==> src/rtl/result_bus_arbiter.sv <==
// Round-robin arbiter that funnels functional-unit results onto a single common result bus.
// One registered broadcast slot; a new winner may replace a broadcast in the same cycle it is consumed.
module result_bus_arbiter #(
    parameter int NUMBER_FUNCTIONAL_UNITS = 4,
    parameter int TAG_WIDTH               = 5,
    parameter int DATA_WIDTH              = 32
) (
    input  logic                                          clock,
    input  logic                                          reset,
    input  logic [NUMBER_FUNCTIONAL_UNITS-1:0]            fu_valid,
    input  logic [NUMBER_FUNCTIONAL_UNITS*TAG_WIDTH-1:0]  fu_tag,
    input  logic [NUMBER_FUNCTIONAL_UNITS*DATA_WIDTH-1:0] fu_data,
    output logic [NUMBER_FUNCTIONAL_UNITS-1:0]            fu_ready,
    output logic                                          cdb_valid,
    output logic [TAG_WIDTH-1:0]                          cdb_tag,
    output logic [DATA_WIDTH-1:0]                         cdb_data,
    output logic [$clog2(NUMBER_FUNCTIONAL_UNITS)-1:0]    cdb_source,
    input  logic                                          cdb_ready
);

    localparam int                 SRC_W      = $clog2(NUMBER_FUNCTIONAL_UNITS);
    localparam logic [SRC_W:0]     UNIT_COUNT = (SRC_W+1)'(NUMBER_FUNCTIONAL_UNITS);
    localparam logic [SRC_W-1:0]   LAST_UNIT  = SRC_W'(NUMBER_FUNCTIONAL_UNITS - 1);

    logic [SRC_W-1:0]      rr_pointer;
    logic [SRC_W-1:0]      grant_index;
    logic [SRC_W-1:0]      next_pointer;
    logic [SRC_W:0]        probe_sum;
    logic [SRC_W:0]        probe_index;
    logic                  grant_found;
    logic                  slot_free;
    logic                  transfer;
    logic [TAG_WIDTH-1:0]  winner_tag;
    logic [DATA_WIDTH-1:0] winner_data;

    // Probe units starting at rr_pointer, wrapping past the last unit; the first requester wins.
    always_comb begin
        grant_found = 1'b0;
        grant_index = '0;
        probe_sum   = '0;
        probe_index = '0;
        for (int k = 0; k < NUMBER_FUNCTIONAL_UNITS; k++) begin
            probe_sum   = {1'b0, rr_pointer} + (SRC_W+1)'(k);
            probe_index = (probe_sum >= UNIT_COUNT) ? probe_sum - UNIT_COUNT : probe_sum;
            if (!grant_found && fu_valid[probe_index[SRC_W-1:0]]) begin
                grant_found = 1'b1;
                grant_index = probe_index[SRC_W-1:0];
            end
        end
    end

    assign slot_free    = !cdb_valid || cdb_ready;
    assign next_pointer = (grant_index == LAST_UNIT) ? '0 : grant_index + 1'b1;
    assign transfer     = |fu_ready;

    always_comb begin
        fu_ready = '0;
        if (!reset && slot_free && grant_found) begin
            fu_ready[grant_index] = 1'b1;
        end
    end

    always_comb begin
        winner_tag  = '0;
        winner_data = '0;
        for (int i = 0; i < NUMBER_FUNCTIONAL_UNITS; i++) begin
            if (grant_index == SRC_W'(i)) begin
                winner_tag  = fu_tag[i*TAG_WIDTH +: TAG_WIDTH];
                winner_data = fu_data[i*DATA_WIDTH +: DATA_WIDTH];
            end
        end
    end

    // Payload only changes on a transfer, so it stays frozen both while stalled and while idle.
    always_ff @(posedge clock) begin
        if (reset) begin
            cdb_valid  <= 1'b0;
            cdb_tag    <= '0;
            cdb_data   <= '0;
            cdb_source <= '0;
            rr_pointer <= '0;
        end else if (transfer) begin
            cdb_valid  <= 1'b1;
            cdb_tag    <= winner_tag;
            cdb_data   <= winner_data;
            cdb_source <= grant_index;
            rr_pointer <= next_pointer;
        end else if (cdb_ready) begin
            cdb_valid  <= 1'b0;
        end
    end

endmodule

==> config.mk <==
export PLATFORM = sky130hd
export DESIGN_NAME = result_bus_arbiter
export DESIGN_NICKNAME = d
export VERILOG_FILES = /design/src/rtl/result_bus_arbiter.sv
export SDC_FILE = /design/constraint.sdc
export NUM_CORES = 1
export LEC_CHECK = 0
export BUFFER_PORTS_ARGS = -buffer_cell sky130_fd_sc_hd__buf_2
export CAP_MARGIN = 20
export CORE_MARGIN = 1.5
export CORE_UTILIZATION = 42
export CTS_CLUSTER_DIAMETER = 100
export DETAILED_ROUTE_END_ITERATION = 10
export GPL_ROUTABILITY_DRIVEN = 0
export PLACE_DENSITY = 0.92
export SKIP_CTS_REPAIR_TIMING = 1
export SYNTH_ARGS = -nofsm -noshare
export SYNTH_HDL_FRONTEND = slang
export SYNTH_SLANG_ARGS = --single-unit
export TNS_END_PERCENT = 1
==> constraint.sdc <==
create_clock -name clock -period 2.9 [get_ports clock]
set_input_delay 0.58 -clock clock [delete_from_list [all_inputs] [get_ports clock]]
set_output_delay 0.58 -clock clock [all_outputs]
set_load 0.05 [all_outputs]
==> impl_metrics.py, run 1 <==
metrics = {
    "outcome": {
        "status": "finished with violations",
        "violations": "design-rule violations",
    },
    "drt": {
        "postRouteAntennaNets": 0,
        "vias_per_cell": 5.56,
        "first_pass_iters": 7,
        "vias": 3528,
        "wl_mm": 9.19,
        "wl_per_cell_um": 14.5,
        "drt-initial-drc-count": 164,
        "drcViolationCount": 10,
    },
    "global_routing": {
        "grt_usage": 0.254,
        "gr-total-overflow": 0,
        "antenna_found_initial": 0,
        "grt_pass1_vias": 3466,
        "grt_pass1_wl_mm": 15.3,
        "grt_max_degree": 44,
    },
    "logic_synthesis": {
        "synth_cell_types": 25,
        "ys_seq_area_frac": 0.294,
        "ys_warn_count": 0,
        "yosysTopAreaCell": "dfxtp_1",
        "synth_area_um2": 2860,
        "synth.avg_cell_area_um2": 7.49,
        "synth_top_area_frac": 0.294,
        "ys_ff_latch": 42,
        "synth.area.top_cells": "dfxtp_1 29%, a221oi_1 11%, a211oi_1 10%",
        "synthCells": 382,
        "syn_nets": 541,
    },
    "place": {
        "io_buffers": 198,
        "place_hpwl_mm": 6.86,
    },
    "critical_path": {
        "crit_chain": "buf_2 -> a21oi_1 -> o21a_1 -> o22ai_1 -> inv_1 -> ha_2 -> buf_4 -> and2_1 -> buf_2",
        "crit_type": "in -> out",
        "worst_path_most_repeated_cell": "buf_2",
        "worstSetupEndpointType": "output port",
        "crit_path_start_kind": "primary input",
        "worstPathArrival_ns": 2.17,
        "worst_ep_required_time_ns": 2.32,
        "r2r_setup_slack_ns": 0.37,
        "crit_slowest_cell": "buf_4",
        "path_max_fanout": 33,
        "slowest_delay_ns": 0.31,
    },
    "timing": {
        "worst_pin_slew_ns": 0.449,
        "fin_worst_skew_ns": 0.00275,
        "setup-violations-final": 0,
        "finalMaxSlewViolations": 0,
        "hold_ws_ns": 0.492,
        "hold_violations": 0,
        "rsz0062_at_grt": "no",
        "slew_headroom": 0.700,
        "timing.final.crit_share": 0.949,
        "fin_crit_ns": 2.75,
        "clock.fmax_ghz": 0.363,
        "tns_ns": 0,
    },
    "final_layout": {
        "final_common_cell": "buf_2",
        "layout.nets": 716,
        "n_antenna_cell": 0,
        "drive_gt1_frac": 0.402,
        "most-common-layout-cells": "198 x buf_2, 43 x a21oi_1, 41 x inv_1, 41 x dfxtp_1, 39 x nor2_1",
        "area_delta_synth_final_pct": 37.5,
    },
    "die": {
        "ios": 199,
        "die_h_um": 85.5,
        "die-area_um2": 7310,
        "core_um2": 6460,
        "start_util": 0.443,
        "dieWidth_um": 85.5,
        "fp-row-count": 29,
    },
    "clocking": {
        "htree_levels": 2,
        "insertion_delay_ns": 0.28,
        "cts-root-buf": "clkbuf_8",
        "clock-sinks": 42,
        "clk_path_buf_depth": 2,
        "cts_tree": "done",
        "numCtsBuffers": 5,
        "clk_pin_slew_ns": 0.07,
    },
    "power_and_ir_drop": {
        "power.total_mw": 2.47,
        "power.density_nw_per_um2": 629,
        "p_leak_nw": 1.90,
        "ir_drop_uv": 265,
    },
    "hold_path": {
        "min_path_type": "reg -> reg",
    },
    "flow_run": {
        "maxCapViolations": 0,
    },
}
-- kinds of logic after synthesis --
| logic type | synth area share |
|---|---|
| flops | 0.294 |
| compound gates | 0.299 |
| simple gates | 0.257 |
| buf+inv | 0.129 |
| fa+ha+maj | 0.0175 |
| mux | 0.00350 |
-- synthesized netlist by cell type --
master / count
nand2b_1: 2
nor2_1: 39
ha_1: 4
a31o_2: 1
clkbuf_1: 26
nand4_4: 1
or4_4: 2
o21a_1: 1
buf_2: 10
buf_6: 6
o22ai_1: 1
and4_4: 1
nor4_1: 1
inv_1: 41
nand3b_1: 37
o221ai_1: 1
and3_1: 1
dfxtp_1: 42
mux2i_1: 1
a221oi_1: 37
and2_1: 4
nor3_1: 38
a21oi_1: 43
a211oi_1: 38
nand2_1: 4
-- layer usage --
metal / global-route usage / wire (um) / vias up
li1: - / - / 1751
met1: 0.294 / 3710 / 1627
met2: 0.473 / 4720 / 136
met3: 0.0500 / 619 / 14
met4: 0.0733 / 149 / 0
met5: 0 / 0 / -
-- cell type report --
cell class | instances | area [um^2]
Fill cell | 585 | 2530
Multi-Input combinational cell | 257 | 1660
Timing Repair Buffer | 210 | 1110
Sequential cell | 42 | 842
Inverter | 41 | 154
Tap cell | 77 | 96.3
Clock buffer | 7 | 76.3
-- power by group --
group | switching, mW | internal [mW]
clock | 0.183 | 0.166
sequential | 0.0550 | 0.682
combinational | 0.903 | 0.486
total | 1.14 | 1.33
-- critical path, delay by kind of cell --
family	cells	cell delay (ns)
AOI/OAI and AO/OA	3	0.42
adders and majority gates	1	0.19
buffers and inverters	4	0.80
and+or+nand+nor	1	0.17
-- through the flow --
stage / util / setup slack, ns / instance area [um^2] / cells
after global placement: 0.597 / 0.212 / 3850 / 627
after CTS: 0.609 / 0.120 / 3930 / 634
after global routing: 0.609 / 0.0308 / 3930 / 634
final: 0.609 / 0.148 / 3930 / 634
after detailed placement: 0.597 / 0.101 / 3850 / 627
after floorplan: - / 0.0133 / 2860 / 382
-- sequential cells by signal, summed over array words and instances, names as in the netlist --
| name | cells |
|---|---|
| cdb_data | 32 |
| cdb_tag | 5 |
| cdb_source | 2 |
| rr_pointer | 2 |
| cdb_valid | 1 |
-- worst paths after layout --
path / startpoint / to / cells after the start
max: fu_valid[0] / fu_ready[2] / 9
min: cdb_data[10]$_SDFFE_PP0P_ / cdb_data[10]$_SDFFE_PP0P_ / 2
max reg2reg: rr_pointer[1]$_SDFFE_PP0P_ / cdb_data[12]$_SDFFE_PP0P_ / 10
min reg2reg: cdb_data[10]$_SDFFE_PP0P_ / cdb_data[10]$_SDFFE_PP0P_ / 2
Note: power is estimated with default switching activity, not from simulation.
==> run 2: changes to the inputs <==
- CTS_BUF_LIST: default -> sky130_fd_sc_hd__clkbuf_16
==> impl_metrics.py, run 2 (synthesized netlist as in run 1, its figures left out) <==
metrics = {
    "timing": {
        "tns_ns": 0,
        "rsz0062_at_grt": "no",
        "setup-violations-final": 0,
        "setup_ws_ns": 0.125,
        "timing.final.crit_share": 0.957,
        "hold_violations": 0,
        "clock.fmax_ghz": 0.360,
        "fin_worst_skew_ns": 0.00281,
        "slew_headroom": 0.700,
        "finalMaxSlewViolations": 0,
        "fin_crit_ns": 2.77,
        "worst_pin_slew_ns": 0.450,
    },
    "global_routing": {
        "grt_pass1_vias": 3470,
        "gr-total-overflow": 0,
        "grt_max_degree": 44,
        "grt_usage": 0.254,
        "grt_pass1_wl_mm": 15.3,
        "antenna_found_initial": 0,
    },
    "final_layout": {
        "reg_top3": "cdb_data (32), cdb_tag (5)",
        "final_common_cell": "buf_2",
        "finalNonFillerCells": 634,
        "n_antenna_cell": 0,
        "top_register": "cdb_data",
        "layout.nets": 716,
        "fill_cells": 578,
        "largest_reg_flops": 32,
        "most-common-layout-cells": "198 x buf_2, 43 x a21oi_1, 43 x inv_1",
        "area_delta_synth_final_pct": 39.4,
        "drive_gt1_frac": 0.400,
    },
    "clocking": {
        "cts-root-buf": "clkbuf_16",
        "clk_pin_slew_ns": 0.06,
        "htree_levels": 2,
        "clock-sinks": 42,
        "clk_path_buf_depth": 2,
        "numCtsBuffers": 5,
        "insertion_delay_ns": 0.27,
        "cts_tree": "done",
    },
    "die": {
        "die_h_um": 85.5,
        "ios": 199,
        "start_util": 0.443,
        "dieWidth_um": 85.5,
        "core_um2": 6460,
        "fp-row-count": 29,
        "die-area_um2": 7310,
    },
    "power_and_ir_drop": {
        "p_leak_nw": 1.94,
        "ir_drop_uv": 262,
        "power.density_nw_per_um2": 660,
    },
    "critical_path": {
        "worst_ep_required_time_ns": 2.32,
        "crit_type": "reg -> out",
        "path_max_fanout": 33,
        "crit_path_start_kind": "flip-flop",
        "worstSetupEndpointType": "output port",
        "r2r_setup_slack_ns": 0.29,
        "worstPathArrival_ns": 2.19,
    },
    "drt": {
        "first_pass_iters": 7,
        "drcViolationCount": 10,
        "wl_per_cell_um": 14.5,
        "postRouteAntennaNets": 0,
        "wl_mm": 9.19,
        "drt-initial-drc-count": 141,
        "vias_per_cell": 5.59,
        "vias": 3543,
    },
    "place": {
        "pre_cts_slack_ns": 0.101,
        "place_inst": 627,
        "io_buffers": 198,
        "place_hpwl_mm": 6.86,
    },
    "outcome": {
        "violations": "design-rule violations",
        "status": "finished with violations",
    },
    "hold_path": {
        "min_path_type": "reg -> reg",
    },
    "flow_run": {
        "maxCapViolations": 0,
    },
}
## run 2: where the power goes
group          leakage (nW)  switching (mW)  internal, mW
clock                0.0723           0.198         0.307
sequential            0.347          0.0554         0.682
combinational          1.52           0.903         0.486
## run 2: routing by layer
metal,track usage,vias up,routed length [um]
met1,0.297,1635,3720
met2,0.472,144,4740
li1,-,1754,-
met3,0.0414,10,612
met5,0,-,0
met4,0.0777,0,124
## run 2: worst paths after layout
kind,start,to,cells after the start
setup / recovery,rr_pointer[1]$_SDFFE_PP0P_,fu_ready[2],8
hold / removal,cdb_data[18]$_SDFFE_PP0P_,cdb_data[18]$_SDFFE_PP0P_,2
setup reg to reg,rr_pointer[1]$_SDFFE_PP0P_,cdb_data[12]$_SDFFE_PP0P_,10
hold reg to reg,cdb_data[18]$_SDFFE_PP0P_,cdb_data[18]$_SDFFE_PP0P_,2
## run 2: worst max-delay path, stage by stage, from the launching register on
cell	delay, ns
dfxtp_1	0.45
a21oi_1	0.10
o21a_1	0.20
o22ai_1	0.26
inv_1	0.11
ha_2	0.20
buf_4	0.23
and2_1	0.17
buf_2	0.20
## run 2: area by class of cell
class | instances | area (um^2) | area share
flip-flops and latches | 42 | 841 | 0.211
clock buffers | 5 | 125 | 0.0314
well taps | 77 | 96.3 | 0.0242
repair buffers | 210 | 1110 | 0.277
inverters | 41 | 154 | 0.0386
clock inverters | 2 | 7.51 | 0.00188
multi-input cells | 257 | 1660 | 0.416
## run 2: stage by stage
stage	cell area [um^2]	hold WS [ns]	total power, mW	util
global route	3990	0.511	2.81	0.617
floorplan	2860	0.476	1.79	-
finish	3990	0.489	2.63	0.617
global placement	3850	0.454	2.09	0.597
detailed placement	3850	0.478	2.13	0.597
CTS	3990	0.490	2.64	0.617
